<file path="src/rtl/spider_controller.sv">
// Spider sprite controller: zig-zags across the screen one step per frame, descends on wall bounces, dies on hit.
// Build macro SPIDER_RESPAWN_EN: when defined, DEAD respawns after RESPAWN_FRAMES frames; otherwise DEAD falls back to IDLE.
module spider_controller #(
  parameter int X_MIN          = 0,
  parameter int X_MAX          = 608,
  parameter int Y_START        = 32,
  parameter int Y_MAX          = 448,
  parameter int STEP_X         = 4,
  parameter int STEP_Y         = 16,
  parameter int RESPAWN_FRAMES = 60
) (
  input  logic       clk,
  input  logic       rst_n,
  input  logic       start,
  input  logic       frame_tick,
  input  logic       hit,
  output logic [9:0] spider_x,
  output logic [9:0] spider_y,
  output logic       spider_alive,
  output logic       kill_pulse,
  output logic       bottom_pulse
);

  if (RESPAWN_FRAMES < 1) begin : g_bad_respawn
    $error("RESPAWN_FRAMES must be at least 1");
  end

  typedef enum logic [1:0] {S_IDLE, S_ALIVE, S_DEAD} state_t;

  state_t     r_state;
  logic       r_dir;  // 0 = moving right, 1 = moving left
  logic [9:0] r_x, r_y;
  logic       r_alive, r_kill, r_bot;

`ifdef SPIDER_RESPAWN_EN
  localparam int CNT_W = $clog2(RESPAWN_FRAMES + 1);
  logic [CNT_W-1:0] r_cnt;
`endif

  logic [10:0] w_x_sum, w_y_sum;
  logic [9:0]  w_x_nxt, w_y_nxt;
  logic        w_dir_nxt, w_descend, w_wrap;

  // Next position for one frame step, all in 11 bits so the wall tests cannot wrap.
  always_comb begin
    w_x_sum   = {1'b0, r_x} + 11'(STEP_X);
    w_y_sum   = {1'b0, r_y} + 11'(STEP_Y);
    w_x_nxt   = r_x;
    w_dir_nxt = r_dir;
    w_descend = 1'b0;
    if (!r_dir) begin
      if (w_x_sum >= 11'(X_MAX)) begin
        w_x_nxt   = 10'(X_MAX);
        w_dir_nxt = 1'b1;
        w_descend = 1'b1;
      end else begin
        w_x_nxt = w_x_sum[9:0];
      end
    end else begin
      if ({1'b0, r_x} <= 11'(X_MIN + STEP_X)) begin
        w_x_nxt   = 10'(X_MIN);
        w_dir_nxt = 1'b0;
        w_descend = 1'b1;
      end else begin
        w_x_nxt = r_x - 10'(STEP_X);
      end
    end
    w_wrap  = w_descend && (w_y_sum > 11'(Y_MAX));
    w_y_nxt = r_y;
    if (w_wrap)         w_y_nxt = 10'(Y_START);
    else if (w_descend) w_y_nxt = w_y_sum[9:0];
  end

  always_ff @(posedge clk or negedge rst_n) begin
    if (!rst_n) begin
      r_state <= S_IDLE;
      r_dir   <= 1'b0;
      r_x     <= 10'(X_MIN);
      r_y     <= 10'(Y_START);
      r_alive <= 1'b0;
      r_kill  <= 1'b0;
      r_bot   <= 1'b0;
`ifdef SPIDER_RESPAWN_EN
      r_cnt   <= '0;
`endif
    end else begin
      r_kill <= 1'b0;
      r_bot  <= 1'b0;
      case (r_state)
        S_IDLE: begin
          if (start) begin
            r_state <= S_ALIVE;
            r_dir   <= 1'b0;
            r_x     <= 10'(X_MIN);
            r_y     <= 10'(Y_START);
            r_alive <= 1'b1;
          end
        end
        S_ALIVE: begin
          // A hit outranks a coincident frame tick: the sprite dies where it stands.
          if (hit) begin
            r_state <= S_DEAD;
            r_alive <= 1'b0;
            r_kill  <= 1'b1;
`ifdef SPIDER_RESPAWN_EN
            r_cnt   <= '0;
`endif
          end else if (frame_tick) begin
            r_x   <= w_x_nxt;
            r_y   <= w_y_nxt;
            r_dir <= w_dir_nxt;
            r_bot <= w_wrap;
          end
        end
        S_DEAD: begin
`ifdef SPIDER_RESPAWN_EN
          if (frame_tick) begin
            if (r_cnt == CNT_W'(RESPAWN_FRAMES - 1)) begin
              r_state <= S_ALIVE;
              r_cnt   <= '0;
              r_dir   <= 1'b0;
              r_x     <= 10'(X_MIN);
              r_y     <= 10'(Y_START);
              r_alive <= 1'b1;
            end else begin
              r_cnt <= r_cnt + 1'b1;
            end
          end
`else
          if (frame_tick) r_state <= S_IDLE;
`endif
        end
        default: r_state <= S_IDLE;
      endcase
    end
  end

  assign spider_x     = r_x;
  assign spider_y     = r_y;
  assign spider_alive = r_alive;
  assign kill_pulse   = r_kill;
  assign bottom_pulse = r_bot;

endmodule

</file>
<file path="config.mk">
export PLATFORM = sky130hd
export DESIGN_NAME = spider_controller
export DESIGN_NICKNAME = d
export VERILOG_FILES = /design/src/rtl/spider_controller.sv
export SDC_FILE = /design/constraint.sdc
export NUM_CORES = 1
export LEC_CHECK = 0
export CORE_MARGIN = 8
export CORE_UTILIZATION = 55
export CTS_CLUSTER_DIAMETER = 50
export DETAILED_ROUTE_END_ITERATION = 6
export GPL_TIMING_DRIVEN = 0
export PLACE_DENSITY_LB_ADDON = 0.3
export SLEW_MARGIN = 20
export SYNTH_ARGS = -nofsm -noshare
export SYNTH_HDL_FRONTEND = slang
export SYNTH_SLANG_ARGS = --single-unit
</file>
<file path="constraint.sdc">
create_clock -name clk -period 4.82 [get_ports clk]
set_input_delay 0.723 -clock clk [delete_from_list [all_inputs] [get_ports clk]]
set_output_delay 0.723 -clock clk [all_outputs]
set_load 0.03 [all_outputs]
</file>
==> results.toml, run 1 <==
[global_routing]
first_global_vias = 1434
grt_use_total_pct = 16.6
grt_overflow = 0
grt_first_pass_wirelength_um = 6860
antenna_found_initial = 0
grt_max_degree = 21

[cts]
root_buffer = "clkbuf_4"
worst_skew_pair.late_latency_ns = 0.31
postCtsHoldBufs = 0
clock_sinks = 20
htree_levels = 1
path_clk_slew_ns = 0.12
numCtsBuffers = 3
post_cts_buffers = 0
cts.path.max_buffers = 2
cts-resized-gates = 0
tritoncts = "built"

[critical_path]
critPathBufInv = 0
cp_max_fo = 10
slowest_stage = "dfrtp_1"
max_stage_delay_ns = 0.58
crit_path_end_kind = "flop"
startpoint_type = "flop"
worstSetupPathType = "flop to flop"
arrival_ns = 2.97
worstPathCellList = "ha_1, nand4_1, and4_4, or2_0, o311ai_1, or3b_4, a2bb2oi_1"
required_ns = 5.07
critPathTopFamily = "simple AND/OR/NAND/NOR gates"

[routing]
routed_wl_um = 4160
drcViolationCount = 0
routedWlPerCell_um = 17.1
num_vias = 1543
routed.top_layer = "met4"
wl_met2_um = 2050
drt_iter0_drc = 102
routed_via_density = 6.35
met1_length_um = 1730
drtAntennaViolNets = 0
drt_first_pass_iters = 5
wl_met3_um = 289

[yosys]
synth_cell_type_count = 65
yosysTopAreaCellShare_pct = 30.5
seq_area_frac_synth_pct = 32.2
async_flop_share_pct = 100
synth.avg_cell_area_um2 = 8.55
synth_top_family_by_area = "compound AO/OA/AOI/OAI gates"
ys_top_cells_by_area = "dfrtp_1 (31%), o21ai_0 (3.5%), nand2_1 (3.4%)"
synth_ff_type = "dfrtp_1"
synth-xor-area-share_pct = 1.13
synth-compound-area-share_pct = 29.7
synth_top_area_cell = "dfrtp_1"
synth_edf_count = 0
synth_cells = 182
yosysWarningCount = 0
synthMuxAreaShare_pct = 0
ys_seq_elements = 20
synth_area_um2 = 1560
synth_fa_ha_area_share_pct = 3.22
synthSimpleGateAreaFrac_pct = 25.0

[placement]
io_buffers = 21
dpl_cell_area_um2 = 1820
placedCellCount = 239
dp_hpwl_um = 3080
gp_congestion = 0.868

[floorplanning]
rows = 19
core_area_um2 = 2730
start_util_pct = 56.9
io_pins = 28
dieArea_um2 = 4790
die_w_um = 69.2
die_h_um = 69.2

[final_layout]
instances_no_fill = 243
layout_common_cells = "clkdlybuf4s50_1 (21), dfrtp_1 (19), nand2_1 (14), inv_1 (11), o21ai_0 (11)"
final_nets = 222
final_util_pct = 68.6
mostFrequentLayoutCell = "clkdlybuf4s50_1"
area.growth.synth_to_final_pct = 20.6
drive_gt1_share_pct = 15.6
stdcell_area_um2 = 1880
diodes = 0

[pwr]
power_density_nw_per_um2 = 393
p_total_w = 0.000737
p_leak_nw = 0.780
ir_drop_v = 0.000322

[sta]
worst_pin_slew_ns = 0.925
finalSetupTns_ns = 0
finalMaxSlewViolations = 0
fmax_mhz = 367
finalCriticalPeriod_ns = 2.72
min_period_over_period_pct = 56.5
setup_viol = 0
rsz0062_at_grt = "false"
maxSlewHeadroom_pct = 38.1
finClkSkew_ns = 0.00100
hold_viol = 0

[outcome]
status = "finished, final reports clean"

[hold_path]
hold_class = "flop to flop"

[flow_run]
maxCapViolCount = 0
-- cell usage after synthesis (2+ instances only) --
cell type	n
o21ai_0	11
a21oi_1	10
a311oi_1	2
and3_1	3
and2_1	2
inv_1	11
o22ai_1	3
dfrtp_1	19
nor3_1	4
o21ai_1	3
buf_2	6
clkbuf_1	4
or4_1	2
a31oi_1	5
a211oi_1	3
buf_4	6
nand4_1	2
o31ai_1	2
a32oi_1	3
nand2b_1	2
or2_0	2
ha_1	4
nor2_1	6
nand3_1	10
nand2_1	14
nor2b_1	4
-- power breakdown --
part | internal (W) | switching [W] | total [W]
Combinational | 0.000133 | 0.000221 | 0.000354
Sequential | 0.000196 | 0.0000455 | 0.000242
Clock | 0.0000841 | 0.0000582 | 0.000142
Total | 0.000413 | 0.000324 | 0.000737
-- final cells by class --
type                            instances  area [um^2]
Multi-Input combinational cell        140          942
Fill cell                             240          857
Sequential cell                        20          502
Timing Repair Buffer                   21          210
Buffer                                 16         90.1
Inverter                               11         41.3
Tap cell                               31         38.8
Clock inverter                          1         30.0
Clock buffer                            3         22.5
-- through the flow --
stage | hold slack (ns) | setup slack [ns]
4_1_cts | 0.528 | 2.15
3_3_place_gp | 0.486 | 2.20
2_1_floorplan | 0.427 | 2.31
5_1_grt | 0.564 | 1.91
3_5_place_dp | 0.510 | 2.18
6_report | 0.535 | 2.10
-- worst register-to-register path: cells and delay by family (launching register included) --
kind            cells  cell delay [ns]
compound gates      2             0.66
fa+ha+maj           1             0.34
simple gates        4             1.09
flops               1             0.58
-- cell families (layout without fill, tap and decap cells) --
family,count (synthesis),after routing
flops,20,20
fa+ha+maj,4,4
xor+xnor,2,2
simple gates,66,66
buf+inv,27,52
other cells,1,6
compound gates,62,62
-- per-layer routing --
| metal | track usage (%) | up-vias |
|---|---|---|
| met3 | 3.86 | 12 |
| met2 | 28.7 | 83 |
| met5 | 0 | - |
| met1 | 19.1 | 715 |
| met4 | 6.61 | 0 |
| li1 | - | 733 |
-- registers in the layout (all words and copies together) (netlist names) --
| signal | count |
|---|---|
| bottom_pulse | 1 |
| kill_pulse | 1 |
| r_dir | 1 |
| r_state | 2 |
| spider_alive | 1 |
| spider_x | 8 |
| spider_y | 6 |
-- path summary, 6_finish.rpt --
check,end,slack [ns],cells past startpoint,start
min in group asynchronous,r_state[0]$_DFFE_PN0P_,0.91,1,rst_n
max in group asynchronous,spider_y[8]$_DFFE_PN0P_,3.35,1,rst_n
worst max register to register,spider_y[5]$_DFFE_PN1P_,2.10,7,spider_x[3]$_DFFE_PN0P_
worst min register to register,spider_y[5]$_DFFE_PN1P_,0.53,2,spider_y[5]$_DFFE_PN1P_
worst max-delay path,spider_y[5]$_DFFE_PN1P_,2.10,7,spider_x[3]$_DFFE_PN0P_
worst min-delay path,spider_y[5]$_DFFE_PN1P_,0.53,2,spider_y[5]$_DFFE_PN1P_
No activity file was read; power rests on OpenSTA's default activity.
==> inputs of run 2 (changes only) <==
Settings changed: CORE_UTILIZATION 55 to 52.
Clock period 4.82 ns to 2.8 ns, I/O delays scaled along.
==> results.toml, run 2 (synthesis results as in run 1) <==
[critical_path]
slowest_stage = "o41a_4"
ff2ff_setup_slack_ns = 0.23
arrival_ns = 2.81
r2r_end = "spider_y[8]$_DFFE_PN0P_"
worstPathCellList = "buf_2, inv_1, ha_1, nor2_1, o41a_4, a21oi_2, o21ai_2, or3b_4, o21ai_1"
rr_worst_depth = 9
max_stage_delay_ns = 0.50
required_ns = 3.05
timing.rr.start = "spider_x[2]$_DFFE_PN0P_"
startpoint_type = "flop"
crit_path_end_kind = "flop"
worstSetupPathType = "flop to flop"
cp_max_fo = 9

[final_layout]
drive_gt1_share_pct = 16.5
mostFrequentLayoutCell = "clkdlybuf4s50_1"
final_nets = 222
fillers = 252
largest_reg_flops = 8
diodes = 0
layout_common_cells = "clkdlybuf4s50_1 (21), dfrtp_1 (18), nand2_1 (14), inv_1 (11), o21ai_0 (11)"
stdcell_area_um2 = 1890
area.growth.synth_to_final_pct = 21.3

[sta]
finalMaxSlewViolations = 0
finalCriticalPeriod_ns = 2.57
fmax_mhz = 390
maxSlewHeadroom_pct = 41.6
rsz0062_at_grt = "false"
worst_pin_slew_ns = 0.874
finalSetupTns_ns = 0
hold_viol = 0
worst_slack_ns = 0.235
setup_viol = 0
min_period_over_period_pct = 91.6
finClkSkew_ns = 0.0132

[floorplanning]
core_area_um2 = 2950
rows = 20
die_w_um = 70.7
start_util_pct = 52.7
dieArea_um2 = 5000
io_pins = 28
die_h_um = 70.7

[routing]
wl_met2_um = 1820
num_vias = 1524
drt_iter0_drc = 64
wl_met3_um = 377
routed.top_layer = "met4"
met1_length_um = 1650
routed_via_density = 6.22
routedWlPerCell_um = 15.8
drtAntennaViolNets = 0
drcViolationCount = 0
routed_wl_um = 3880
drt_first_pass_iters = 4

[global_routing]
grt_first_pass_wirelength_um = 6400
antenna_found_initial = 0
grt_overflow = 0
grt_max_degree = 21
first_global_vias = 1392
grt_use_total_pct = 15.2

[cts]
numCtsBuffers = 3
post_cts_buffers = 0
cts.path.max_buffers = 2
clock_sinks = 20
postCtsHoldBufs = 0
tritoncts = "built"
cts-resized-gates = 0
root_buffer = "clkbuf_4"
htree_levels = 1
worst_skew_pair.late_latency_ns = 0.31
path_clk_slew_ns = 0.12

[outcome]
status = "finished, final reports clean"

[placement]
gp_congestion = 0.866
io_buffers = 21
dpl_cell_area_um2 = 1830
pre_cts_ws_ns = 0.141
dp_hpwl_um = 2910

[pwr]
ir_drop_v = 0.000422
power_density_nw_per_um2 = 665
p_leak_nw = 0.779

[hold_path]
min_to = "spider_y[5]$_DFFE_PN1P_"
worst_hold_path.num_cells = 2
hold_start = "spider_y[5]$_DFFE_PN1P_"
hold_class = "flop to flop"

[flow_run]
maxCapViolCount = 0
[run 2: changes by cell type in the layout (fill, tap and decap cells not counted)]
cell / delta
dfrtp_2: +1
o311ai_1: -1
dfrtp_1: -1
o311ai_2: +1
[run 2: worst max-delay path by stage]
stage,depth (start not counted),slack [ns],startpoint,to
2_1_floorplan,7,0.29,spider_x[3]$_DFFE_PN0P_,spider_y[5]$_DFFE_PN1P_
3_3_place_gp,7,0.21,spider_x[3]$_DFFE_PN0P_,spider_y[5]$_DFFE_PN1P_
3_5_place_dp,7,0.14,spider_x[3]$_DFFE_PN0P_,spider_y[5]$_DFFE_PN1P_
4_1_cts,7,0.08,spider_x[3]$_DFFE_PN0P_,spider_y[8]$_DFFE_PN0P_
5_1_grt,7,0.1,spider_x[3]$_DFFE_PN0P_,spider_y[7]$_DFFE_PN0P_
6_report,9,0.23,spider_x[2]$_DFFE_PN0P_,spider_y[8]$_DFFE_PN0P_
[run 2: power by group]
part / total (W) / internal (W) / switching (W)
logic: 0.000608 / 0.000229 / 0.000379
clock network: 0.000238 / 0.000145 / 0.0000928
registers: 0.000409 / 0.000339 / 0.0000704
total: 0.00126 / 0.000713 / 0.000542
[run 2: per-layer routing]
layer	vias to the layer above	track usage (%)
met3	4	4.24
met2	73	24.5
li1	736	-
met4	0	6.00
met5	-	0
met1	711	18.7
[run 2: area by class of cell]
class                      instances  area [um^2]  area share [%]
clock buffer                       3         22.5            1.19
buffer                            16         90.1            4.77
clock inverter                     1         30.0            1.59
timing repair buffer              21          210            11.1
sequential                        20          503            26.6
tap                               33         41.3            2.19
inverter                          11         41.3            2.19
multi-input combinational        140          950            50.3
[run 2: metrics by stage]
step	instances	utilization [%]	hold slack [ns]	total power (W)
CTS	245	63.6	0.506	0.00125
floorplan	187	-	0.124	0.000829
global placement	241	61.9	0.484	0.000994
global route	245	63.9	0.537	0.00133
detailed placement	241	61.9	0.487	0.00101
finish	245	63.9	0.504	0.00126
[run 2: worst max-delay path: cells and delay by family (launching register included)]
kind | cells | cell delay, ns
AND/OR/NAND/NOR | 2 | 0.56
flip-flops | 1 | 0.43
AO/OA/AOI/OAI | 4 | 0.91
adder cells (fa/ha/maj) | 1 | 0.29
buffers and inverters | 2 | 0.31
